===== src/rtl/mem_stage.sv =====
`timescale 1ns/1ps
// mem_stage: RV32I MEM stage. Drives the data-memory req/ack handshake,
// builds byte lanes for stores, extends load data and stalls the pipeline
// until each access completes or times out.
module mem_stage #(
    parameter int unsigned MAX_WAIT = 255,
    parameter int unsigned CNT_W    = 8
) (
    input  logic        clk,
    input  logic        rstn,
    input  logic        flush,
    input  logic [31:0] mem_pc,
    input  logic [2:0]  mem_func3,
    input  logic [4:0]  mem_rd,
    input  logic        mem_wreg,
    input  logic [31:0] mem_alu_res,
    input  logic [31:0] mem_store_data,
    input  logic        mem_memrd,
    input  logic        mem_memwr,
    input  logic        mem_mem2reg,
    output logic        dm_req,
    output logic [31:0] dm_addr,
    output logic [3:0]  dm_web,
    output logic [31:0] dm_wdata,
    input  logic [31:0] dm_rdata,
    input  logic        dm_ack,
    output logic        stallreq_mem,
    output logic [31:0] wb_pc,
    output logic [4:0]  wb_rd,
    output logic        wb_wreg,
    output logic [31:0] wb_wdata,
    output logic        misalign,
    output logic        bus_err
);

    localparam int unsigned XLEN = 32;

    typedef enum logic [1:0] {
        S_IDLE = 2'd0,
        S_WAIT = 2'd1,
        S_DONE = 2'd2
    } state_t;

    state_t            state_q;
    logic [CNT_W-1:0]  cnt_q;
    logic [XLEN-1:0]   rdata_q;
    logic              err_q;
    logic              flushed_q;
    logic [XLEN-1:0]   addr_q;
    logic [3:0]        web_q;
    logic [XLEN-1:0]   wdata_q;
    logic [2:0]        f3_q;
    logic              ld_q;
    logic              m2r_q;

    logic              is_mem_c;
    logic              misalign_c;
    logic              op_c;
    logic [3:0]        web_c;
    logic [XLEN-1:0]   wdata_c;
    logic [7:0]        ld_byte_c;
    logic [15:0]       ld_half_c;
    logic [XLEN-1:0]   ld_ext_c;

    assign is_mem_c = mem_memrd | mem_memwr;
    assign op_c     = is_mem_c & ~flush & ~misalign_c;
    assign misalign = misalign_c;
    assign wb_pc    = mem_pc;
    assign wb_rd    = mem_rd;

    // Alignment check: halves need addr[0]=0, words need addr[1:0]=0
    always_comb begin
        misalign_c = 1'b0;
        if (is_mem_c) begin
            case (mem_func3[1:0])
                2'b00:   misalign_c = 1'b0;
                2'b01:   misalign_c = mem_alu_res[0];
                default: misalign_c = |mem_alu_res[1:0];
            endcase
        end
    end

    // Store byte-lane steering and write enables
    always_comb begin
        web_c   = 4'b0000;
        wdata_c = mem_store_data;
        case (mem_func3[1:0])
            2'b00: begin
                web_c   = 4'b0001 << mem_alu_res[1:0];
                wdata_c = {4{mem_store_data[7:0]}};
            end
            2'b01: begin
                web_c   = 4'b0011 << mem_alu_res[1:0];
                wdata_c = {2{mem_store_data[15:0]}};
            end
            default: begin
                web_c   = 4'b1111;
                wdata_c = mem_store_data;
            end
        endcase
        if (!mem_memwr) begin
            web_c = 4'b0000;
        end
    end

    // Load lane select and sign/zero extension from the captured read data
    always_comb begin
        ld_byte_c = rdata_q[{addr_q[1:0], 3'b000} +: 8];
        ld_half_c = rdata_q[{addr_q[1], 4'b0000} +: 16];
        ld_ext_c  = rdata_q;
        case (f3_q[1:0])
            2'b00:   ld_ext_c = f3_q[2] ? {24'd0, ld_byte_c}
                                        : {{24{ld_byte_c[7]}}, ld_byte_c};
            2'b01:   ld_ext_c = f3_q[2] ? {16'd0, ld_half_c}
                                        : {{16{ld_half_c[15]}}, ld_half_c};
            default: ld_ext_c = rdata_q;
        endcase
    end

    // Access FSM: capture the request, wait for ack or timeout, present result
    always_ff @(posedge clk or negedge rstn) begin
        if (!rstn) begin
            state_q   <= S_IDLE;
            cnt_q     <= '0;
            rdata_q   <= '0;
            err_q     <= 1'b0;
            flushed_q <= 1'b0;
            addr_q    <= '0;
            web_q     <= 4'b0000;
            wdata_q   <= '0;
            f3_q      <= 3'b000;
            ld_q      <= 1'b0;
            m2r_q     <= 1'b0;
        end else begin
            case (state_q)
                S_IDLE: begin
                    if (op_c) begin
                        addr_q  <= mem_alu_res;
                        web_q   <= web_c;
                        wdata_q <= wdata_c;
                        f3_q    <= mem_func3;
                        ld_q    <= mem_memrd & ~mem_memwr;
                        m2r_q   <= mem_mem2reg & mem_memrd & ~mem_memwr;
                        cnt_q   <= '0;
                        if (dm_ack) begin
                            rdata_q <= dm_rdata;
                            state_q <= S_DONE;
                        end else begin
                            state_q <= S_WAIT;
                        end
                    end
                end
                S_WAIT: begin
                    cnt_q <= cnt_q + CNT_W'(1);
                    if (flush) begin
                        flushed_q <= 1'b1;
                    end
                    if (dm_ack) begin
                        rdata_q <= dm_rdata;
                        state_q <= S_DONE;
                    end else if (cnt_q == CNT_W'(MAX_WAIT - 1)) begin
                        err_q   <= 1'b1;
                        state_q <= S_DONE;
                    end
                end
                S_DONE: begin
                    state_q   <= S_IDLE;
                    cnt_q     <= '0;
                    err_q     <= 1'b0;
                    flushed_q <= 1'b0;
                end
                default: state_q <= S_IDLE;
            endcase
        end
    end

    // Handshake and writeback outputs; non-memory ops pass straight through
    always_comb begin
        dm_req       = 1'b0;
        stallreq_mem = 1'b0;
        dm_addr      = {mem_alu_res[31:2], 2'b00};
        dm_web       = 4'b0000;
        dm_wdata     = wdata_c;
        wb_wdata     = mem_alu_res;
        wb_wreg      = mem_wreg & ~flush & ~is_mem_c;
        bus_err      = 1'b0;
        case (state_q)
            S_IDLE: begin
                dm_req       = op_c;
                stallreq_mem = op_c;
                if (op_c) begin
                    dm_web = web_c;
                end
            end
            S_WAIT: begin
                dm_req       = 1'b1;
                stallreq_mem = 1'b1;
                dm_addr      = {addr_q[31:2], 2'b00};
                dm_web       = web_q;
                dm_wdata     = wdata_q;
            end
            S_DONE: begin
                bus_err = err_q;
                wb_wreg = ld_q & mem_wreg & ~flush & ~flushed_q & ~err_q;
                if (err_q) begin
                    wb_wdata = '0;
                end else if (m2r_q) begin
                    wb_wdata = ld_ext_c;
                end
            end
            default: ;
        endcase
        // Request and stall drop as soon as reset is applied
        if (!rstn) begin
            dm_req       = 1'b0;
            stallreq_mem = 1'b0;
        end
    end

endmodule


===== config.mk =====
export PLATFORM = sky130hd
export DESIGN_NAME = mem_stage
export DESIGN_NICKNAME = d
export VERILOG_FILES = /design/src/rtl/mem_stage.sv
export SDC_FILE = /design/constraint.sdc
export NUM_CORES = 1
export LEC_CHECK = 0
export BUFFER_PORTS_ARGS = -buffer_cell sky130_fd_sc_hd__buf_4
export CAP_MARGIN = 20
export CELL_PAD_IN_SITES_DETAIL_PLACEMENT = 1
export CELL_PAD_IN_SITES_GLOBAL_PLACEMENT = 1
export CORE_MARGIN = 5
export CORE_UTILIZATION = 37
export CTS_BUF_LIST = sky130_fd_sc_hd__clkbuf_4
export DETAILED_ROUTE_END_ITERATION = 7
export HOLD_SLACK_MARGIN = 0.15
export PLACE_DENSITY = 0.81
export SKIP_LAST_GASP = 1
export SLEW_MARGIN = 20
export SYNTH_ARGS = -nofsm -noshare
export SYNTH_HDL_FRONTEND = slang
export SYNTH_SLANG_ARGS = --single-unit

===== constraint.sdc =====
create_clock -name clk -period 2.34 [get_ports clk]
set_input_delay 0.117 -clock clk [delete_from_list [all_inputs] [get_ports clk]]
set_output_delay 0.117 -clock clk [all_outputs]
set_load 0.03 [all_outputs]

==> results of run 1 <==
==> metal layers <==
metal / GRT usage (%) / up-vias
met1: 29.1 / 3457
met2: 45.8 / 290
met3: 7.36 / 41
met4: 7.94 / 0
li1: - / 3182
met5: 0 / -
==> worst max-delay path, delay by kind of cell, from the launching register on <==
family          cells  cell delay [ps]
simple gates        2              520
compound gates      2              470
flops               1              440
buf+inv             2              400
==> path summary, 6_finish.rpt <==
kind                                 to  cells after the start  slack (ps)        from
max reg2reg                       m2r_q                      7          90  state_q[1]
max                        wb_wdata[18]                      6        -150   addr_q[0]
max in group asynchronous    wdata_q[8]                      3        1630        rstn
min reg2reg                    web_q[2]                      1         490    web_q[2]
min in group clk              wb_pc[17]                      0         230  mem_pc[17]
min                         rdata_q[18]                      3         230        rstn
==> layout make-up <==
type	count	area, sq um	share of cell area [%]
multi-input cells	542	3580	34.6
repair buffers	366	3180	30.8
flip-flops and latches	117	2930	28.3
well taps	234	293	2.83
clock inverters	12	160	1.55
clock buffers	20	150	1.45
inverters	9	37.5	0.363
diodes	2	5.00	0.0484
==> flip-flops by register name (all words and copies together) (netlist names) <==
name	flops
flushed_q	1
f3_q	3
wdata_q	32
state_q	2
addr_q	32
cnt_q	8
m2r_q	1
ld_q	1
rdata_q	32
web_q	4
err_q	1
==> timing repair <==
item	in CTS	in global routing
resized for setup	7	18
hold buffers	116	0
buffers inserted	3	10
cloned	0	4
setup endpoints to repair	35	55
pin swaps	0	2
hold endpoints to repair	225	0
==> logic make-up (layout without fill, tap and decap cells) <==
group                    count (synthesis)  in the layout  share of synthesized area [%]
adder cells (fa/ha/maj)                  2              2                          0.356
buffers and inverters                  100            407                           8.72
multiplexers                           108            108                           17.9
other                                    1              4                         0.0533
AO/OA/AOI/OAI                          170            170                           15.8
flip-flops                             117            117                           41.6
AND/OR/NAND/NOR                        259            259                           15.4
XOR/XNOR                                 1              1                          0.125
==> Yosys cell counts, types with 9 or more instances <==
master and instances:
nand2b_1 11, a21oi_1 42, mux2i_1 25, nor2_1 40, dfrtp_1 117, nand2_1 173
o21ai_0 69, clkbuf_1 25, mux2_4 20, a21o_1 10, buf_2 12, nor3_1 9
buf_4 41, a221o_2 16, mux2_2 63
==> power by group through the flow <==
stage	Sequential [mW]	Clock [mW]	Combinational [mW]
2_1_floorplan	2.85	0	1.91
3_3_place_gp	3.02	0	2.58
3_5_place_dp	3.05	0	2.65
4_1_cts	3.01	1.71	2.84
5_1_grt	3.11	1.82	3.21
6_report	3.05	1.68	3.00
==> layout by cell type (no fill, tap or decap), types with 10 or more instances in the layout <==
cell type and n:
a21o_1 10, a21oi_1 41, a221o_2 16, buf_4 235, clkbuf_4 20, dfrtp_1 116, dlygate4sd3_1 116, mux2_2 63
mux2_4 20, mux2i_1 25, nand2_1 171, nor2_1 39, o21ai_0 64
==> metrics by stage <==
step | setup WS [ps] | hold slack (ps) | cell area (sq um) | power [mW] | setup TNS (ps)
floorplan | 156 | -179 | 7040 | 4.77 | 0
global placement | 211 | 233 | 8590 | 5.60 | 0
detailed placement | 161 | 234 | 8590 | 5.70 | 0
CTS | -138 | 213 | 10100 | 7.57 | -2560
global route | -285 | 196 | 10300 | 8.13 | -7130
finish | -150 | 233 | 10300 | 7.72 | -2400
==> metrics.cfg, run 1 <==
[final_layout]
finalNetCount=1199
area_growth_pct=46.9
layout-drive-gt1-share_pct=37.6
final_core_util_pct=55.2
final_cells=1302
num-fill-cells=2085

[detailed_routing]
met2_length_um=14900
wl_met3_um=2000
ant_nets=0
met1_length_um=11500
topRoutingLayerUsed=met4
wirelength_um=28900
drc_errors=0
first_iter_violations=277
via_per_inst=5.35
vias=6970
wl_per_cell_um=22.2
dr.pass1.iters=5

[worst_setup_path]
setup.worst_path.class=reg2out
crit_top_cell=or2_4
worst_setup_path_start_kind=flop
cpPeakStageDelay_ps=440
worst_setup_path_end_kind=output port
worstPathRequired_ps=2220
critPathSlowestCell=dfrtp_1
crit_chain=or2_4 > or2_4 > a2111oi_4 > buf_6 > a221o_2 > buf_4
path_max_fanout=16
arrival_ps=2370

[cts]
clockBufferDepth=2
cts_root_buffer=clkbuf_4
htree_levels=4
cts_inserted_buffers=17
cts_tree=built
clkTransAtPathRegs_ps=120
clk_latency_ps=540
cts_sinks=117

[place]
numPlacedInstances=1135
hpwl_um=17000
port_buffers=209
gp_congestion=0.811

[sta]
fmax_mhz=402
period_needed_ps=2490
period_share_pct=106
tightestPinTransition_ps=538
relSlewSlack_pct=63.6
setup_viol=30
finClkSkew_ps=18.8
hold_viol_final=0
rsz0062_at_grt=true
slew_viol_final=0
final.setup.worst_slack_ps=-150

[hold_path]
hp-class=in2async

[grt]
grt.total_usage_pct=25.4
antenna_found_initial=2
grt_start_max_net_pins=79
grt_pass1_vias=7644
grt_pass1_wl_um=43700
grt_overflow=0

[pwr]
clkPwrFrac_pct=21.7
netSwitchingFraction_pct=37.0
p_seq_share_pct=39.4
p_int_mw=4.86
pwr-share-comb_pct=38.8
power.density_nw_per_um2=747
ir_drop_v=0.000404
p_sw_mw=2.86
p_leak_nw=4.94

[floorplanning]
ios=286
core_sq_um=18700
die_area_sq_um=21900
die_w_um=148
die_y_um=148
initial_core_util_pct=37.6
rows=50

[synth]
synthArstFlopShare_pct=100
yosys_warnings=0
yosysSeqAreaShare_pct=41.6
syn_inst=758
syn_avg_cell_area_sq_um=9.28
synth-seq-cells=117
yosys.area.top_type=dfrtp_1
synth-edff-count=0
ys_types=51
ys_top_cells_by_area=dfrtp_1 (42%), mux2_2 (10%), nand2_1 (9.2%)
yosys.area.top_type_share_pct=41.6
ys.flop_type=dfrtp_1
synth_area_sq_um=7030

[run_status]
status=finished with violations
violations=negative setup slack

[flow_run]
max-cap-violations=0

(Power assumes the default switching activity.)
==> run 2: changes to the inputs <==
- SETUP_SLACK_MARGIN: not set -> 0.15
==> metrics.cfg, run 2 (synthesized netlist as in run 1, its figures left out) <==
[cts]
cts_tree=built
clkTransAtPathRegs_ps=120
cts_sinks=117
clk_latency_ps=540
htree_levels=4
clockBufferDepth=2
cts_inserted_buffers=17
cts_root_buffer=clkbuf_4

[floorplanning]
die_area_sq_um=21900
core_sq_um=18700
die_y_um=148
rows=50
ios=286
die_w_um=148
initial_core_util_pct=37.6

[final_layout]
reg_top3=addr_q (32), rdata_q (32), wdata_q (32)
finalNetCount=1203
final_common_cell=buf_4
final_cell_mix=buf_4 (229), nand2_1 (171), dfrtp_1 (116), dlygate4sd3_1 (116)
layout-drive-gt1-share_pct=38.5
area_growth_pct=49.9

[sta]
period_share_pct=106
whs_ps=218
finClkSkew_ps=18.9
period_needed_ps=2490
slew_viol_final=0
setup_viol=27
final.setup.worst_slack_ps=-152
rsz0062_at_grt=true
hold_viol_final=0
relSlewSlack_pct=63.7
tightestPinTransition_ps=537
fmax_mhz=401

[worst_setup_path]
cpPeakStageDelay_ps=440
worst_setup_path_end_kind=output port
path_max_fanout=16
worst_setup_path_start_kind=flop
setup.worst_path.class=reg2out
arrival_ps=2380
crit_chain=or2_4 > or2_4 > a2111oi_4 > buf_6 > a221o_2 > buf_4
startpoint=addr_q[0]
critPathTopFamily=simple AND/OR/NAND/NOR gates
worstPathRequired_ps=2220
critPathSlowestCell=dfrtp_1
rr_startpoint=state_q[1]
worst-path-buf-inv=2
crit_top_cell=or2_4

[detailed_routing]
via_per_inst=5.42
wl_per_cell_um=23.1
ant_nets=0
dr.pass1.iters=4
drc_errors=0
wirelength_um=30200
first_iter_violations=312
vias=7075

[place]
hpwl_um=17000
gp_congestion=0.811
port_buffers=209

[pwr]
finalPower_mw=7.83
ir_drop_v=0.000403
power.density_nw_per_um2=743
p_leak_nw=5.01

[flow_run]
max-cap-violations=0

[grt]
grt_pass1_wl_um=45100
antenna_found_initial=1
grt.total_usage_pct=26.4
grt_pass1_vias=7819
grt_start_max_net_pins=79
grt_overflow=0

[run_status]
violations=negative setup slack
status=finished with violations

[hold_path]
hp-class=in2async

[run 2: path summary, 6_finish.rpt]
kind / slack [ps] / to / depth (start not counted)
worst max-delay path: -150 / wb_wdata[18] / 6
worst min-delay path: 220 / f3_q[2] / 3
worst max register to register: 240 / m2r_q / 7
worst min register to register: 490 / web_q[3] / 1
max in group asynchronous: 1640 / wdata_q[8] / 3
min in group clk: 230 / wb_pc[17] / 0
[run 2: repair_timing]
item,in CTS,in global routing
hold buffers,116,0
cloned,3,4
pin swaps,0,1
buffers inserted,7,7
endpoints found under the setup margin,52,96
hold endpoints to repair,225,0
gates resized for setup,15,30
[run 2: per-stage QoR]
stage	cells	utilization (%)	cell area (sq um)	setup TNS, ps	worst slack [ps]
final	1305	56.3	10500	-2370	-152
after detailed placement	1135	45.9	8590	0	161
after CTS	1293	54.8	10300	-2560	-138
after floorplan	759	-	7040	0	156
after global routing	1305	56.3	10500	-7000	-276
after global placement	1135	45.9	8590	0	211
[run 2: area by class of cell]
class                   count  area [sq um]
diodes                      1          2.50
clock buffers              20           150
clock inverters            12           160
fillers                  2069          8170
inverters                   9          37.5
multi-input cells         542          3610
flip-flops and latches    117          2930
well taps                 234           293
repair buffers            370          3350
[run 2: tightest hold or removal path: cells and delay by family]
family	cells	cell delay [ps]
buffers and inverters	3	1070
[run 2: routing by layer]
metal | up-vias | global-route usage [%] | part of all wire (%)
met2 | 293 | 47.5 | 51
li1 | 3191 | - | -
met1 | 3533 | 30.3 | 40
met3 | 58 | 7.20 | 6.6
met4 | 0 | 8.82 | 2.4
met5 | - | 0 | 0
[run 2: where the power goes]
group	switching [mW]	leakage (nW)	total [mW]	internal (mW)
clock	0.824	0.171	1.69	0.867
combinational	1.62	3.42	3.09	1.47
sequential	0.477	1.42	3.05	2.57
==> run 3: changes to the inputs <==
- CTS_CLUSTER_SIZE: not set -> 16
- PLACE_DENSITY: 0.81 -> not set
- PLACE_DENSITY_LB_ADDON: not set -> 0.2
==> metrics.cfg, run 3 (synthesized netlist as in run 1, its figures left out) <==
[floorplanning]
initial_core_util_pct=37.6
die_w_um=148
core_sq_um=18700
die_area_sq_um=21900
rows=50
ios=286
die_y_um=148

[grt]
grt_pass1_wl_um=43000
grtUsageMet2_pct=43.9
grt.total_usage_pct=24.9
antenna_found_initial=1
met3_usage_pct=6.01
grt_pass1_vias=7549
busiest_layer=met2
grt_overflow=0
grt_start_max_net_pins=91
met1_usage_pct=30.2

[worst_setup_path]
endpoint=wb_wdata[28]
worstRegToRegCells=9
worst-path-buf-inv=3
setup.worst_path.class=reg2out
crit_top_cell=buf_6
worstPathRequired_ps=2220
cp.depth=7
cpPeakStageDelay_ps=420
crit_chain=buf_6 > mux2i_2 > or2_4 > a2111oi_4 > buf_6 > a221o_2 > buf_4
rr_startpoint=state_q[0]
startpoint=addr_q[1]
worst_setup_path_start_kind=flop
path_max_fanout=8
critPathSlowestCell=dfrtp_1
r2r-end=rdata_q[2]
worst_setup_path_end_kind=output port
r2r_slack_ps=200
critPathTopFamily=compound AO/OA/AOI/OAI gates
arrival_ps=2430

[final_layout]
layout-drive-gt1-share_pct=54.2
reg_top3=addr_q (32), rdata_q (32), wdata_q (32)
final_common_cell=buf_4
final_cells=1340
finalNetCount=1238
area_growth_pct=73.8
num-fill-cells=1945
final_cell_mix=buf_4 (142), buf_6 (119), dlygate4sd3_1 (117), dfrtp_1 (116), nand2_1 (81)

[sta]
slew_viol_final=0
period_share_pct=109
tightestPinTransition_ps=626
rsz0062_at_grt=true
final.setup.worst_slack_ps=-209
whs_ps=234
setup_viol=33
finClkSkew_ps=20.0
hold_viol_final=0
period_needed_ps=2550
fmax_mhz=392
relSlewSlack_pct=58.2

[cts]
cts_inserted_buffers=17
clk_latency_ps=560
clkTransAtPathRegs_ps=120
clockBufferDepth=2
htree_levels=4
cts_root_buffer=clkbuf_4
cts_tree=built
cts_sinks=117

[hold_path]
hp-class=in2out

[run_status]
violations=negative setup slack
status=finished with violations

[flow_run]
max-cap-violations=0

[place]
place_ws_ps=286
port_buffers=209
numPlacedInstances=1131
hpwl_um=16800
gp_congestion=0.808

[pwr]
p_leak_nw=5.60
power.density_nw_per_um2=713
ir_drop_v=0.000319

[detailed_routing]
wirelength_um=33300
vias=7395
first_iter_violations=291
via_per_inst=5.52
ant_nets=0
wl_per_cell_um=24.9
drc_errors=0
dr.pass1.iters=5

## run 3: worst min path at each step
stage	startpoint	end	slack, ps	depth (start not counted)
after global placement	rstn	addr_q[22]	70	1
after CTS	mem_pc[11]	wb_pc[11]	230	0
after global routing	mem_rd[3]	wb_rd[3]	230	0
after detailed placement	rstn	addr_q[22]	80	1
after floorplan	rstn	addr_q[0]	-180	0
final	mem_rd[3]	wb_rd[3]	230	0
## run 3: report_power, final
part	switching, mW	internal, mW	leakage, nW	total (mW)
Combinational	1.90	1.84	4.01	3.74
Sequential	0.587	2.57	1.42	3.16
Clock	0.879	0.941	0.170	1.82
Total	3.36	5.36	5.60	8.72
## run 3: area by class of cell
type,count,area [sq um],area share (%)
multi-input combinational,543,4450,36.4
timing repair buffer,404,4170,34.1
sequential,117,2930,24.0
tap,234,293,2.40
clock inverter,15,211,1.73
clock buffer,17,128,1.04
inverter,9,38.8,0.317
antenna,1,2.50,0.0205
## run 3: repair_timing
action,CTS,global route
buffers inserted,21,18
resized for setup,101,323
gates cloned,6,14
setup endpoints to repair,92,123
hold endpoints to repair,225,0
pin swaps,22,103
hold buffers,118,0
## run 3: per-layer routing
layer / up-vias / part of all wire, %
met5: - / 0
met4: 0 / 3.4
met3: 91 / 6.7
met2: 305 / 53
met1: 3730 / 37
li1: 3269 / -
## run 3: per-stage QoR
step                      TNS (ps)  area, sq um  utilization [%]  power, mW
after floorplan                  0         7040                -       4.77
after global placement           0         8540             45.6       5.61
after detailed placement         0         8540             45.6       5.67
after CTS                    -4020        10600             56.9       7.97
after global routing        -10030        12200             65.3       9.09
final                        -3570        12200             65.3       8.72
## run 3: worst reg2reg max path, cell delays in order, from the launching register on
cell	delay [ps]
dfrtp_1	410
buf_6	120
buf_6	120
buf_6	120
buf_6	130
a31o_4	220
buf_4	150
and3_2	230
buf_12	190
mux2_4	350
